--- config.mk ---
export PLATFORM = sky130hd
export DESIGN_NAME = mem_access_ctrl
export DESIGN_NICKNAME = d
export VERILOG_FILES = /design/src/rtl/mem_ctrl_pkg.sv /design/src/rtl/mem_access_ctrl_byte_merge.sv /design/src/rtl/mem_access_ctrl.sv
export SDC_FILE = /design/constraint.sdc
export NUM_CORES = 1
export LEC_CHECK = 0
export ABC_AREA = 1
export BUFFER_PORTS_ARGS = -buffer_cell sky130_fd_sc_hd__buf_2
export CAP_MARGIN = 0
export CORE_MARGIN = 1.5
export CORE_UTILIZATION = 41
export DETAILED_ROUTE_END_ITERATION = 12
export PLACE_DENSITY = 0.84
export SYNTH_ARGS = -nofsm -noshare
export SYNTH_HDL_FRONTEND = slang
export SYNTH_SLANG_ARGS = --single-unit
--- constraint.sdc ---
create_clock -name clock -period 1.11 [get_ports clock]
set_input_delay 0.333 -clock clock [delete_from_list [all_inputs] [get_ports clock]]
set_output_delay 0.333 -clock clock [all_outputs]
set_load 0.01 [all_outputs]
--- src/rtl/mem_ctrl_pkg.sv ---
// -----------------------------------------------------------------------------
// mem_ctrl_pkg
// Shared definitions for the RAM access controller:
//   - default RAM geometry (512 x 32) and read latency
//   - byte-enable width for masked stores
//   - controller state encoding (state_t) and latched operation kind (op_t)
// Optional feature macro: MEM_RMW_EN (adds the MERGE state for masked stores).
// -----------------------------------------------------------------------------
package mem_ctrl_pkg;

  localparam int unsigned MC_ADDR_W       = 9;
  localparam int unsigned MC_DATA_W       = 32;
  localparam int unsigned MC_READ_LATENCY = 1;
  localparam int unsigned MC_BE_W         = 4;

  // Controller states. MERGE only exists when masked stores are supported.
  typedef enum logic [2:0] {
    ST_IDLE  = 3'd0,
    ST_ISSUE = 3'd1,
    ST_WAIT  = 3'd2,
`ifdef MEM_RMW_EN
    ST_MERGE = 3'd3,
`endif
    ST_RESP  = 3'd4
  } state_t;

  // What the accepted request turned into. OP_RMW / OP_NOP only arise for
  // masked stores (partial mask / empty mask).
  typedef enum logic [1:0] {
    OP_LOAD  = 2'd0,
    OP_STORE = 2'd1,
    OP_RMW   = 2'd2,
    OP_NOP   = 2'd3
  } op_t;

  // A mask with every byte set is an ordinary full-word store.
  function automatic logic be_is_full(input logic [MC_BE_W-1:0] be);
    return &be;
  endfunction

endpackage

--- src/rtl/mem_access_ctrl_byte_merge.sv ---
// -----------------------------------------------------------------------------
// byte_merge
// Combinational byte-lane merge for read-modify-write stores: every byte
// whose enable is set comes from the store data, every other byte keeps the
// value just read from the RAM.
// Ports:
//   wdata_i  [DATA_W-1:0]  store data
//   rdata_i  [DATA_W-1:0]  current RAM word
//   be_i     [BE_W-1:0]    byte enables (bit n covers bits 8n+7:8n)
//   merged_o [DATA_W-1:0]  word to write back
// -----------------------------------------------------------------------------
module byte_merge #(
  parameter int unsigned DATA_W = 32,
  parameter int unsigned BE_W   = DATA_W / 8
) (
  input  logic [DATA_W-1:0] wdata_i,
  input  logic [DATA_W-1:0] rdata_i,
  input  logic [BE_W-1:0]   be_i,
  output logic [DATA_W-1:0] merged_o
);

  always_comb begin
    merged_o = rdata_i;
    for (int b = 0; b < int'(BE_W); b++) begin
      if (be_i[b]) begin
        merged_o[b*8 +: 8] = wdata_i[b*8 +: 8];
      end
    end
  end

endmodule

--- src/rtl/mem_access_ctrl.sv ---
// -----------------------------------------------------------------------------
// mem_access_ctrl
// Initiator-side controller for a synchronous single-port RAM with a
// registered read. Takes one load/store at a time from the CPU control unit,
// strobes the RAM for exactly one cycle, waits out the read latency, captures
// the read data and returns a one-cycle completion pulse.
//
// Optional feature macro: MEM_RMW_EN
//   defined   : req_be port present; masked stores become read-modify-write
//               (full mask = plain store, empty mask = no RAM access)
//   undefined : no req_be port, every store is a full-word write
//
// Handshake: a request is taken on a clock edge where req_valid && req_ready.
// req_ready is high only in IDLE; a request presented while busy is ignored
// (not queued) and the requester must hold it until it is taken. The
// response (resp_valid) is a single-cycle pulse and cannot be stalled.
//
// Ports:
//   clock        single clock, rising edge
//   clear        synchronous active-high reset
//   req_valid    request present
//   req_ready    controller idle, can accept
//   req_write    1 = store, 0 = load
//   req_addr     word address
//   req_wdata    store data
//   req_be       byte enables (MEM_RMW_EN only)
//   resp_valid   one-cycle completion pulse
//   resp_rdata   last load data, held until the next load completes
//   Read/Write   RAM strobes, one cycle per access, never both high
//   address      RAM address, holds its last value between accesses
//   DataIn       RAM write data, holds its last value between accesses
//   DataOut      RAM registered read data
//   dbg_state_o  current controller state
// -----------------------------------------------------------------------------
module mem_access_ctrl
  import mem_ctrl_pkg::*;
#(
  parameter int unsigned ADDR_W       = MC_ADDR_W,
  parameter int unsigned DATA_W       = MC_DATA_W,
  parameter int unsigned READ_LATENCY = MC_READ_LATENCY  // must be >= 1
) (
  input  logic              clock,
  input  logic              clear,
  input  logic              req_valid,
  output logic              req_ready,
  input  logic              req_write,
  input  logic [ADDR_W-1:0] req_addr,
  input  logic [DATA_W-1:0] req_wdata,
`ifdef MEM_RMW_EN
  input  logic [MC_BE_W-1:0] req_be,
`endif
  output logic              resp_valid,
  output logic [DATA_W-1:0] resp_rdata,
  output logic              Read,
  output logic              Write,
  output logic [ADDR_W-1:0] address,
  output logic [DATA_W-1:0] DataIn,
  input  logic [DATA_W-1:0] DataOut,
  output state_t            dbg_state_o
);

  // Counter holds READ_LATENCY down to 1; the WAIT cycle that sees 1 is the
  // cycle DataOut is valid.
  localparam int unsigned CNT_W = (READ_LATENCY < 2) ? 1 : $clog2(READ_LATENCY + 1);

  state_t            state_q, state_d;
  op_t               op_q,    op_d;
  logic [CNT_W-1:0]  cnt_q,   cnt_d;
  logic [ADDR_W-1:0] addr_q,  addr_d;
  logic [DATA_W-1:0] din_q,   din_d;
  logic [DATA_W-1:0] rdata_q, rdata_d;

`ifdef MEM_RMW_EN
  logic [DATA_W-1:0]  wdata_q, wdata_d;
  logic [MC_BE_W-1:0] be_q,    be_d;
  logic [DATA_W-1:0]  merged_word;

  byte_merge #(
    .DATA_W (DATA_W),
    .BE_W   (MC_BE_W)
  ) u_byte_merge (
    .wdata_i  (wdata_q),
    .rdata_i  (DataOut),
    .be_i     (be_q),
    .merged_o (merged_word)
  );
`endif

  // ---------------------------------------------------------------------------
  // Next-state and strobe logic
  // ---------------------------------------------------------------------------
  always_comb begin
    state_d    = state_q;
    op_d       = op_q;
    cnt_d      = cnt_q;
    addr_d     = addr_q;
    din_d      = din_q;
    rdata_d    = rdata_q;
`ifdef MEM_RMW_EN
    wdata_d    = wdata_q;
    be_d       = be_q;
`endif
    req_ready  = 1'b0;
    resp_valid = 1'b0;
    Read       = 1'b0;
    Write      = 1'b0;

    case (state_q)
      ST_IDLE: begin
        req_ready = 1'b1;
        if (req_valid) begin
          state_d = ST_ISSUE;
          addr_d  = req_addr;
          if (!req_write) begin
            op_d = OP_LOAD;
          end else begin
`ifdef MEM_RMW_EN
            wdata_d = req_wdata;
            be_d    = req_be;
            if (be_is_full(req_be)) begin
              op_d  = OP_STORE;
              din_d = req_wdata;
            end else if (req_be == '0) begin
              // Nothing to write: leave the RAM pins untouched.
              op_d   = OP_NOP;
              addr_d = addr_q;
            end else begin
              op_d = OP_RMW;
            end
`else
            op_d  = OP_STORE;
            din_d = req_wdata;
`endif
          end
        end
      end

      ST_ISSUE: begin
        case (op_q)
          OP_LOAD: begin
            Read    = 1'b1;
            cnt_d   = CNT_W'(READ_LATENCY);
            state_d = ST_WAIT;
          end
          OP_STORE: begin
            Write   = 1'b1;
            state_d = ST_RESP;
          end
`ifdef MEM_RMW_EN
          OP_RMW: begin
            Read    = 1'b1;
            cnt_d   = CNT_W'(READ_LATENCY);
            state_d = ST_WAIT;
          end
          OP_NOP: begin
            state_d = ST_RESP;
          end
`endif
          default: begin
            state_d = ST_RESP;
          end
        endcase
      end

      ST_WAIT: begin
        if (cnt_q == CNT_W'(1)) begin
`ifdef MEM_RMW_EN
          if (op_q == OP_RMW) begin
            // Masked store: build the write-back word; load data register
            // keeps the result of the last real load.
            din_d   = merged_word;
            state_d = ST_MERGE;
          end else begin
`else
          begin
`endif
            rdata_d = DataOut;
            state_d = ST_RESP;
          end
        end else begin
          cnt_d = cnt_q - CNT_W'(1);
        end
      end

`ifdef MEM_RMW_EN
      ST_MERGE: begin
        Write   = 1'b1;
        state_d = ST_RESP;
      end
`endif

      ST_RESP: begin
        resp_valid = 1'b1;
        state_d    = ST_IDLE;
      end

      default: begin
        state_d = ST_IDLE;
      end
    endcase
  end

  // ---------------------------------------------------------------------------
  // State registers
  // ---------------------------------------------------------------------------
  always_ff @(posedge clock) begin
    if (clear) begin
      state_q <= ST_IDLE;
      op_q    <= OP_LOAD;
      cnt_q   <= '0;
      addr_q  <= '0;
      din_q   <= '0;
      rdata_q <= '0;
`ifdef MEM_RMW_EN
      wdata_q <= '0;
      be_q    <= '0;
`endif
    end else begin
      state_q <= state_d;
      op_q    <= op_d;
      cnt_q   <= cnt_d;
      addr_q  <= addr_d;
      din_q   <= din_d;
      rdata_q <= rdata_d;
`ifdef MEM_RMW_EN
      wdata_q <= wdata_d;
      be_q    <= be_d;
`endif
    end
  end

  assign address     = addr_q;
  assign DataIn      = din_q;
  assign resp_rdata  = rdata_q;
  assign dbg_state_o = state_q;

endmodule

==> flow_summary.json, run 1 <==
{
  "synthSimpleGateAreaFrac": 0.369,
  "synth_edf_count": 0,
  "setup_violations": 156,
  "p_seq_frac": 0.412,
  "clockBufferDepth": 2,
  "drtPass1Iterations": 4,
  "ys_seq_area_frac": 0.483,
  "cellPowerDensity_nw_per_um2": 1300,
  "wirelength_um": 13300,
  "vias_per_cell": 5.01,
  "dieWidth_um": 91.8,
  "die_h_um": 91.8,
  "synthCells": 485,
  "reg2reg_slack_ns": -0.41,
  "root_buffer": "clkbuf_8",
  "synth_seq_cells": 78,
  "cts_tree": "done",
  "crit_path_end_kind": "output pin",
  "postSynthAreaPerCell_um2": 6.66,
  "hold_viol": 0,
  "portBuffers": 156,
  "syn2layout_area_growth_pct": 83.5,
  "slew_violations": 0,
  "cts.sinks": 78,
  "stdcell_area_um2": 5930,
  "io_pins": 157,
  "tightest_slew_ns": 0.238,
  "h-tree-depth": 3,
  "critPathMaxFanout": 7,
  "antenna_found_initial": 0,
  "synthArstFlopShare": 0,
  "nNetsFinal": 760,
  "stdcell_count": 788,
  "critPathRequiredTime_ns": 0.78,
  "diodes": 0,
  "period_needed_ns": 1.54,
  "initialDrtViolationCount": 145,
  "violations": "setup timing",
  "final_util": 0.771,
  "yosys.area.top_type": "dfxtp_1",
  "grt_pass1_wl_um": 18100,
  "outcome": "finished with violations",
  "synth_compound_area_frac": 0.0170,
  "wl_per_cell_um": 16.9,
  "grt_max_degree": 34,
  "place_congestion": 0.779,
  "p_sw_mw": 2.31,
  "dp_hpwl_um": 5690,
  "drv_cap": 0,
  "drive_gt1_frac": 0.573,
  "track_usage": 0.273,
  "peakVddDrop_v": 0.00110,
  "pwr-share-clk": 0.304,
  "sw_frac_of_total": 0.300,
  "placed_area_um2": 4180,
  "start_util": 0.420,
  "setup_ws_ns": -0.430,
  "ant_nets": 0,
  "crit_type": "flop to output pin",
  "syn_nets": 562,
  "numCtsBuffers": 9,
  "rows": 32,
  "n_fill_cell": 480,
  "intPower_mw": 5.40,
  "cts_hold_buf": 0,
  "worstPathArrival_ns": 1.21,
  "synthMuxAreaShare": 0,
  "synth_top_family_by_area": "simple AND/OR/NAND/NOR gates",
  "tns_ns": -26.16,
  "syn_area_um2": 3230,
  "clock_skew_ns": 0.0126,
  "ys_warn_count": 0,
  "max_slew_margin": 0.841,
  "synth_common_cells": "nor2_1, nand2_1, dfxtp_1",
  "crit_path_start_kind": "flop",
  "synth_top_cell_area_share": 0.483,
  "synthXorXnorAreaFrac": 0,
  "synth.most_common_cell": "nor2_1",
  "synthFlopType": "dfxtp_1",
  "clk_pin_slew_worst_paths_ns": 0.09,
  "grt_pass1_vias": 3884,
  "synth_cell_types": 18,
  "synthAdderAreaFrac": 0,
  "fp.dieArea_um2": 8420,
  "p_comb_frac": 0.284,
  "layout_worst_path_cycle_share": 1.39,
  "place_inst": 730,
  "hold_class": "primary input to flop",
  "via_count": 3946,
  "max_freq_mhz": 649,
  "gr-total-overflow": 0,
  "clk_latency_ns": 0.35,
  "drc": 0,
  "p_leak_nw": 2.95,
  "synth.area.top_cells": "dfxtp_1, nor2_1, nand2_1, inv_1, nand3_1",
  "coreArea_um2": 7690,
  "rsz0062_at_grt": "yes"
}
==> kinds of logic after synthesis <==
| family | Yosys count |
|---|---|
| AOI/OAI and AO/OA | 11 |
| buffers and inverters | 100 |
| DFF | 78 |
| and+or+nand+nor | 296 |
==> metal layers <==
metal | track usage | wire [um] | up-vias
met2 | 0.514 | 7190 | 208
met5 | 0 | 0 | -
met1 | 0.292 | 4710 | 1854
met3 | 0.0456 | 739 | 58
li1 | - | - | 1826
met4 | 0.138 | 673 | 0
==> registers in the layout (all words and copies together) (netlist names) <==
register / count
address: 9
DataIn: 32
cnt_q: 1
dbg_state_o: 3
resp_rdata: 32
op_q: 1
==> stage by stage <==
step           hold WS [ns]  total power, mW  setup slack, ns
2_1_floorplan         0.392             3.86         -0.00993
3_3_place_gp          0.449             4.31           -0.122
3_5_place_dp          0.457             4.36           -0.175
4_1_cts               0.194             7.30           -0.324
5_1_grt               0.201             7.99           -0.487
6_report              0.197             7.72           -0.430
==> power by group through the flow <==
| stage | registers, mW | logic, mW | clock network, mW |
|---|---|---|---|
| final | 3.18 | 2.19 | 2.35 |
| after global routing | 3.19 | 2.33 | 2.47 |
| after CTS | 3.16 | 1.80 | 2.34 |
| after detailed placement | 3.15 | 1.21 | 0 |
| after global placement | 3.14 | 1.17 | 0 |
| after floorplan | 3.22 | 0.639 | 0 |
==> worst max-delay path, cell delays in order (launching register included) <==
cell	delay (ns)
dfxtp_4	0.37
inv_6	0.08
nand4_1	0.15
inv_1	0.12
buf_2	0.13
==> layout make-up <==
type                            instances  area, um^2  share of cell area
Clock buffer                           10         138              0.0232
Inverter                               73         284              0.0479
Multi-Input combinational cell        307        1610               0.271
Timing Repair Buffer                  214        2030               0.343
Tap cell                              102         128              0.0215
Clock inverter                          4        72.6              0.0122
Sequential cell                        78        1660               0.281
==> timing repair <==
action,4_1_cts,5_1_grt
gates resized for setup,190,94
setup buffers,22,15
pin swaps,23,30
setup endpoints to repair,144,158
gates cloned,10,2
==> path summary, 6_finish.rpt <==
| check | from | endpoint | depth (start not counted) |
|---|---|---|---|
| setup / recovery | dbg_state_o[2] | Write | 4 |
| hold / removal | req_wdata[4] | DataIn[4] | 3 |
| setup reg to reg | dbg_state_o[0] | DataIn[2] | 8 |
| hold reg to reg | resp_rdata[23] | resp_rdata[23] | 2 |
==> placed cells by master (no fill, tap or decap), types with 7 or more instances in the layout <==
| master | Yosys | final |
|---|---|---|
| buf_2 | 7 | 78 |
| buf_16 | 0 | 7 |
| nand2_2 | 0 | 21 |
| nand2_4 | 0 | 15 |
| a21oi_2 | 0 | 8 |
| nor2_4 | 0 | 9 |
| nand2_1 | 110 | 74 |
| nor2_2 | 3 | 22 |
| dfxtp_2 | 0 | 73 |
| inv_1 | 70 | 69 |
| nand3_2 | 0 | 9 |
| clkbuf_8 | 0 | 10 |
| nand3_1 | 44 | 35 |
| nor2_1 | 133 | 105 |
| buf_12 | 0 | 10 |
| buf_6 | 2 | 84 |
| buf_4 | 6 | 32 |
(Power assumes the default switching activity.)
==> inputs of run 2 (changes only) <==
--- a/config.mk
+++ b/config.mk
@@ -11,7 +11,7 @@
 export CORE_MARGIN = 1.5
 export CORE_UTILIZATION = 41
 export DETAILED_ROUTE_END_ITERATION = 12
-export PLACE_DENSITY = 0.84
+export PLACE_DENSITY_LB_ADDON = 0.1
 export SYNTH_ARGS = -nofsm -noshare
 export SYNTH_HDL_FRONTEND = slang
 export SYNTH_SLANG_ARGS = --single-unit
==> run 2 against run 1 <==
The run still ends with setup timing left. Critical path depth rose by 4. Hold slack improved by 0.0029 ns. Clock power barely moved. First-iteration DRC count fell by 45%. Cell count fell by 0.13%. Sequential cell count did not move. Clock skew fell by 0.0046 ns. Non-clock buffer count fell by 3. Combinational power barely moved. Wire length fell by 16%. Largest cell class unchanged.
==> flow_summary.json, run 2 (same netlist as run 1, synthesis figures left out) <==
{
  "grt_pass1_wl_um": 14900,
  "dieWidth_um": 91.8,
  "vias_per_cell": 4.72,
  "grt_pass1_vias": 3333,
  "crit_type": "flop to flop",
  "via_count": 3717,
  "stdcell_count": 787,
  "met2WireLength_um": 6110,
  "rows": 32,
  "rsz0062_at_grt": "yes",
  "initialDrtViolationCount": 80,
  "coreArea_um2": 7690,
  "max_slew_margin": 0.841,
  "wirelength_um": 11200,
  "tns_ns": -26.03,
  "violations": "setup timing",
  "io_pins": 157,
  "worstPathArrival_ns": 1.79,
  "clk_pin_slew_worst_paths_ns": 0.09,
  "place_congestion": 0.816,
  "dr_wl_met3_um": 600,
  "cellPowerDensity_nw_per_um2": 1250,
  "syn2layout_area_growth_pct": 91.2,
  "drc": 0,
  "critPathRequiredTime_ns": 1.39,
  "slew_violations": 0,
  "portBuffers": 156,
  "die_h_um": 91.8,
  "r2r_cells": 8,
  "gr-total-overflow": 0,
  "tightest_slew_ns": 0.238,
  "wl_per_cell_um": 14.2,
  "nNetsFinal": 757,
  "crit_path_start_kind": "flop",
  "cts.sinks": 78,
  "drive_gt1_frac": 0.635,
  "highest_layer": "met4",
  "outcome": "finished with violations",
  "start_util": 0.420,
  "clock_skew_ns": 0.00802,
  "numCtsBuffers": 9,
  "layout_worst_path_cycle_share": 1.35,
  "setup_ws_ns": -0.393,
  "p_leak_nw": 2.96,
  "clockBufferDepth": 2,
  "hold_class": "primary input to flop",
  "ant_nets": 0,
  "drv_cap": 0,
  "peakVddDrop_v": 0.000860,
  "cts_tree": "done",
  "root_buffer": "clkbuf_8",
  "diodes": 0,
  "max_freq_mhz": 666,
  "hold_viol": 0,
  "place_inst": 731,
  "crit_path_end_kind": "flop",
  "critPathMaxFanout": 10,
  "p_total_mw": 7.71,
  "antenna_found_initial": 0,
  "final_common_cell": "buf_6",
  "h-tree-depth": 3,
  "cts_hold_buf": 0,
  "setup_violations": 153,
  "clk_latency_ns": 0.34,
  "fp.dieArea_um2": 8420,
  "period_needed_ns": 1.50,
  "wl_met1_um": 4200,
  "drtPass1Iterations": 4,
  "track_usage": 0.219,
  "worstHoldPathCells": 3,
  "grt_max_degree": 35,
  "dp_hpwl_um": 5330,
  "reg2reg_slack_ns": -0.39,
  "final_cell_mix": "buf_6, nor2_1, buf_2, dfxtp_2, inv_1"
}
## run 2: final timing paths
check                               startpoint         end
worst max-delay path            dbg_state_o[0]  DataIn[25]
worst min register to register      address[5]  address[5]
worst min-delay path             req_wdata[12]  DataIn[12]
worst max register to register  dbg_state_o[0]  DataIn[25]
## run 2: power breakdown
group	switching (mW)	total [mW]	leakage [nW]	internal, mW
Combinational	1.09	2.21	2.18	1.12
Clock	1.09	2.35	0.111	1.27
Sequential	0.148	3.15	0.672	3.00
Total	2.32	7.71	2.96	5.39
## run 2: repair_timing
| action | in CTS | in global routing |
|---|---|---|
| endpoints found under the setup margin | 145 | 158 |
| gates resized for setup | 208 | 155 |
| buffers inserted | 19 | 18 |
| gates cloned | 8 | 6 |
| pin swaps | 16 | 43 |
## run 2: layer usage
metal	global-route usage	up-vias
li1	-	1826
met1	0.249	1753
met2	0.388	117
met3	0.0572	21
met4	0.0885	0
met5	0	-
## run 2: critical path, stage by stage (launching register included)
cell	delay, ns
dfxtp_4	0.38
nor2_4	0.13
buf_6	0.12
nand4_1	0.20
buf_6	0.25
buf_12	0.15
nand2_2	0.06
nand2_1	0.04
nor2_1	0.11
## run 2: layout make-up
cell class	count	area, um^2
tap	102	128
fill	478	1510
clock inverter	6	85.1
timing repair buffer	211	2020
multi-input combinational	307	1860
inverter	73	283
sequential	78	1680
clock buffer	10	128
## run 2: per-stage QoR
stage	utilization	hold WS, ns	worst slack (ns)	cell area [um^2]
2_1_floorplan	-	0.392	-0.00993	3280
3_3_place_gp	0.547	0.448	-0.0977	4200
3_5_place_dp	0.547	0.456	-0.152	4200
4_1_cts	0.721	0.184	-0.329	5540
5_1_grt	0.804	0.197	-0.430	6180
6_report	0.804	0.199	-0.393	6180
==> inputs of run 3 (changes only) <==
--- a/config.mk
+++ b/config.mk
@@ -5,11 +5,10 @@
 export SDC_FILE = /design/constraint.sdc
 export NUM_CORES = 1
 export LEC_CHECK = 0
-export ABC_AREA = 1
 export BUFFER_PORTS_ARGS = -buffer_cell sky130_fd_sc_hd__buf_2
 export CAP_MARGIN = 0
 export CORE_MARGIN = 1.5
-export CORE_UTILIZATION = 41
+export CORE_UTILIZATION = 40
 export DETAILED_ROUTE_END_ITERATION = 12
 export PLACE_DENSITY_LB_ADDON = 0.1
 export SYNTH_ARGS = -nofsm -noshare
==> run 3 against run 2 <==
The run still ends with setup timing left. First-iteration DRC count up 110%. Final area down 5.0%. Cell count fell by 13%. Critical endpoint is now DataIn[9].
==> flow_summary.json, run 3 <==
{
  "outcome": "finished with violations",
  "violations": "setup timing",
  "cp_cell_sequence": "buf_6 > or4b_4 > buf_12 > o21ai_4 > a21oi_2",
  "diodes": 0,
  "dieWidth_um": 88.4,
  "crit_path_end_kind": "flop",
  "n_fill_cell": 352,
  "clockBufferDepth": 2,
  "start_util": 0.423,
  "worstPathArrival_ns": 1.88,
  "synthCells": 354,
  "grt_pass1_vias": 3411,
  "hold_viol": 0,
  "multi_input_area_um2": 1610,
  "highest_layer": "met4",
  "critPathMaxFanout": 7,
  "rsz0062_at_grt": "yes",
  "yosys.area.top_type": "dfxtp_1",
  "stdcell_count": 682,
  "ys_warn_count": 0,
  "initialDrtViolationCount": 171,
  "layout_worst_path_cycle_share": 1.48,
  "synth_top_cell_area_share": 0.535,
  "max_slew_margin": 0.780,
  "via_count": 3510,
  "synthFlopType": "dfxtp_1",
  "drtPass1Iterations": 5,
  "stdcell_area_um2": 5870,
  "die_h_um": 88.4,
  "cellPowerDensity_nw_per_um2": 1170,
  "wirelength_um": 11400,
  "p_total_mw": 6.88,
  "clk_latency_ns": 0.35,
  "drive_gt1_frac": 0.739,
  "syn2layout_area_growth_pct": 101,
  "rows": 30,
  "root_buffer": "clkbuf_8",
  "track_usage": 0.264,
  "period_needed_ns": 1.64,
  "place_congestion": 0.720,
  "gr-total-overflow": 0,
  "io_pins": 157,
  "crit_type": "flop to flop",
  "pre_cts_ws_ns": -0.340,
  "grt_max_degree": 33,
  "regArea_um2": 1660,
  "slew_violations": 0,
  "synth.area.top_cells": "dfxtp_1, a21oi_1, nand2_1, nand3_1, o21ai_1",
  "portBuffers": 156,
  "slowest_delay_ns": 0.64,
  "hold_class": "primary input to flop",
  "antenna_found_initial": 0,
  "wl_met1_um": 4400,
  "grt_pass1_wl_um": 15900,
  "clk_pin_slew_worst_paths_ns": 0.08,
  "h-tree-depth": 3,
  "final_common_cell": "buf_6",
  "final_util": 0.850,
  "tightest_slew_ns": 0.330,
  "max_freq_mhz": 608,
  "met2WireLength_um": 5980,
  "final_cell_mix": "buf_6, buf_2, dfxtp_2, buf_4, nand2_1",
  "coreArea_um2": 6910,
  "place_inst": 594,
  "ys_seq_area_frac": 0.535,
  "setup_ws_ns": -0.535,
  "synth_edf_count": 0,
  "synth_seq_cells": 78,
  "holdWs_ns": 0.217,
  "path_buf_inv": 2,
  "synth_common_cells": "nand2_1, dfxtp_1, a21oi_1",
  "cpLargestDelayFamily": "simple AND/OR/NAND/NOR gates",
  "drc": 0,
  "placed_area_um2": 3910,
  "cts_tree": "done",
  "crit_slowest_cell": "or4b_4",
  "wl_per_cell_um": 16.8,
  "syn_nets": 431,
  "cts.sinks": 78,
  "synth.most_common_cell": "nand2_1",
  "crit_path_start_kind": "flop",
  "synth_cell_types": 26,
  "nNetsFinal": 659,
  "synthArstFlopShare": 0,
  "drv_cap": 0,
  "numCtsBuffers": 9,
  "p_leak_nw": 2.48,
  "dp_hpwl_um": 5280,
  "peakVddDrop_v": 0.00109,
  "ant_nets": 0,
  "fp.dieArea_um2": 7820,
  "setup_violations": 158,
  "dr_wl_met3_um": 729,
  "tns_ns": -38.29,
  "syn_area_um2": 2920,
  "vias_per_cell": 5.15,
  "critPathRequiredTime_ns": 1.34,
  "clock_skew_ns": 0.00560,
  "postSynthAreaPerCell_um2": 8.25
}
## run 3: cell types whose count changed in the layout (fill, tap and decap cells not counted), sizes merged, moves of 3 or more
cell and delta:
clkinv -3, buf +44, inv -72, a21oi +64
nand4 -3, nand2 -26, o21ai +32, nor2 -133
nand3 -12
## run 3: area by class of cell
class	count	area share
clock buffers	11	0.0241
clock inverters	4	0.0162
inverters	1	0.000639
multi-input cells	239	0.275
flip-flops and latches	78	0.282
well taps	96	0.0205
repair buffers	253	0.382
## run 3: final timing paths
kind,from,to,slack (ns),depth (start not counted)
setup / recovery,dbg_state_o[2],DataIn[9],-0.53,5
hold / removal,req_addr[5],address[5],0.22,3
setup reg to reg,dbg_state_o[2],DataIn[9],-0.53,5
hold reg to reg,DataIn[28],DataIn[28],0.47,2
## run 3: worst reg2reg max path, stage by stage, from the launching register on
cell and delay (ns):
dfxtp_2 0.36, buf_6 0.12, or4b_4 0.64, buf_12 0.20
o21ai_4 0.15, a21oi_2 0.07
## run 3: what timing repair did
item,4_1_cts,5_1_grt
gates resized for setup,259,28
pin swaps,69,7
setup endpoints to repair,158,158
setup buffers,47,21
endpoints found under the hold margin,0,0
gates cloned,6,1
hold buffers,0,0
## run 3: cell families (layout without fill, tap and decap cells)
family,Yosys count,in the layout,share of synthesized area
AOI/OAI and AO/OA,109,109,0.192
buffers and inverters,37,269,0.0686
DFF,78,78,0.535
and+or+nand+nor,130,130,0.204
## run 3: where the power goes
| group | leakage, nW | switching (mW) | internal [mW] | total (mW) |
|---|---|---|---|---|
| combinational | 1.69 | 0.617 | 0.709 | 1.33 |
| clock | 0.119 | 0.998 | 1.54 | 2.54 |
| sequential | 0.669 | 0.0867 | 2.93 | 3.02 |
## run 3: layer usage
layer | vias to the layer above | global-route usage
met4 | 0 | 0.0923
li1 | 1657 | -
met2 | 134 | 0.484
met1 | 1689 | 0.282
met5 | - | 0
met3 | 30 | 0.0886
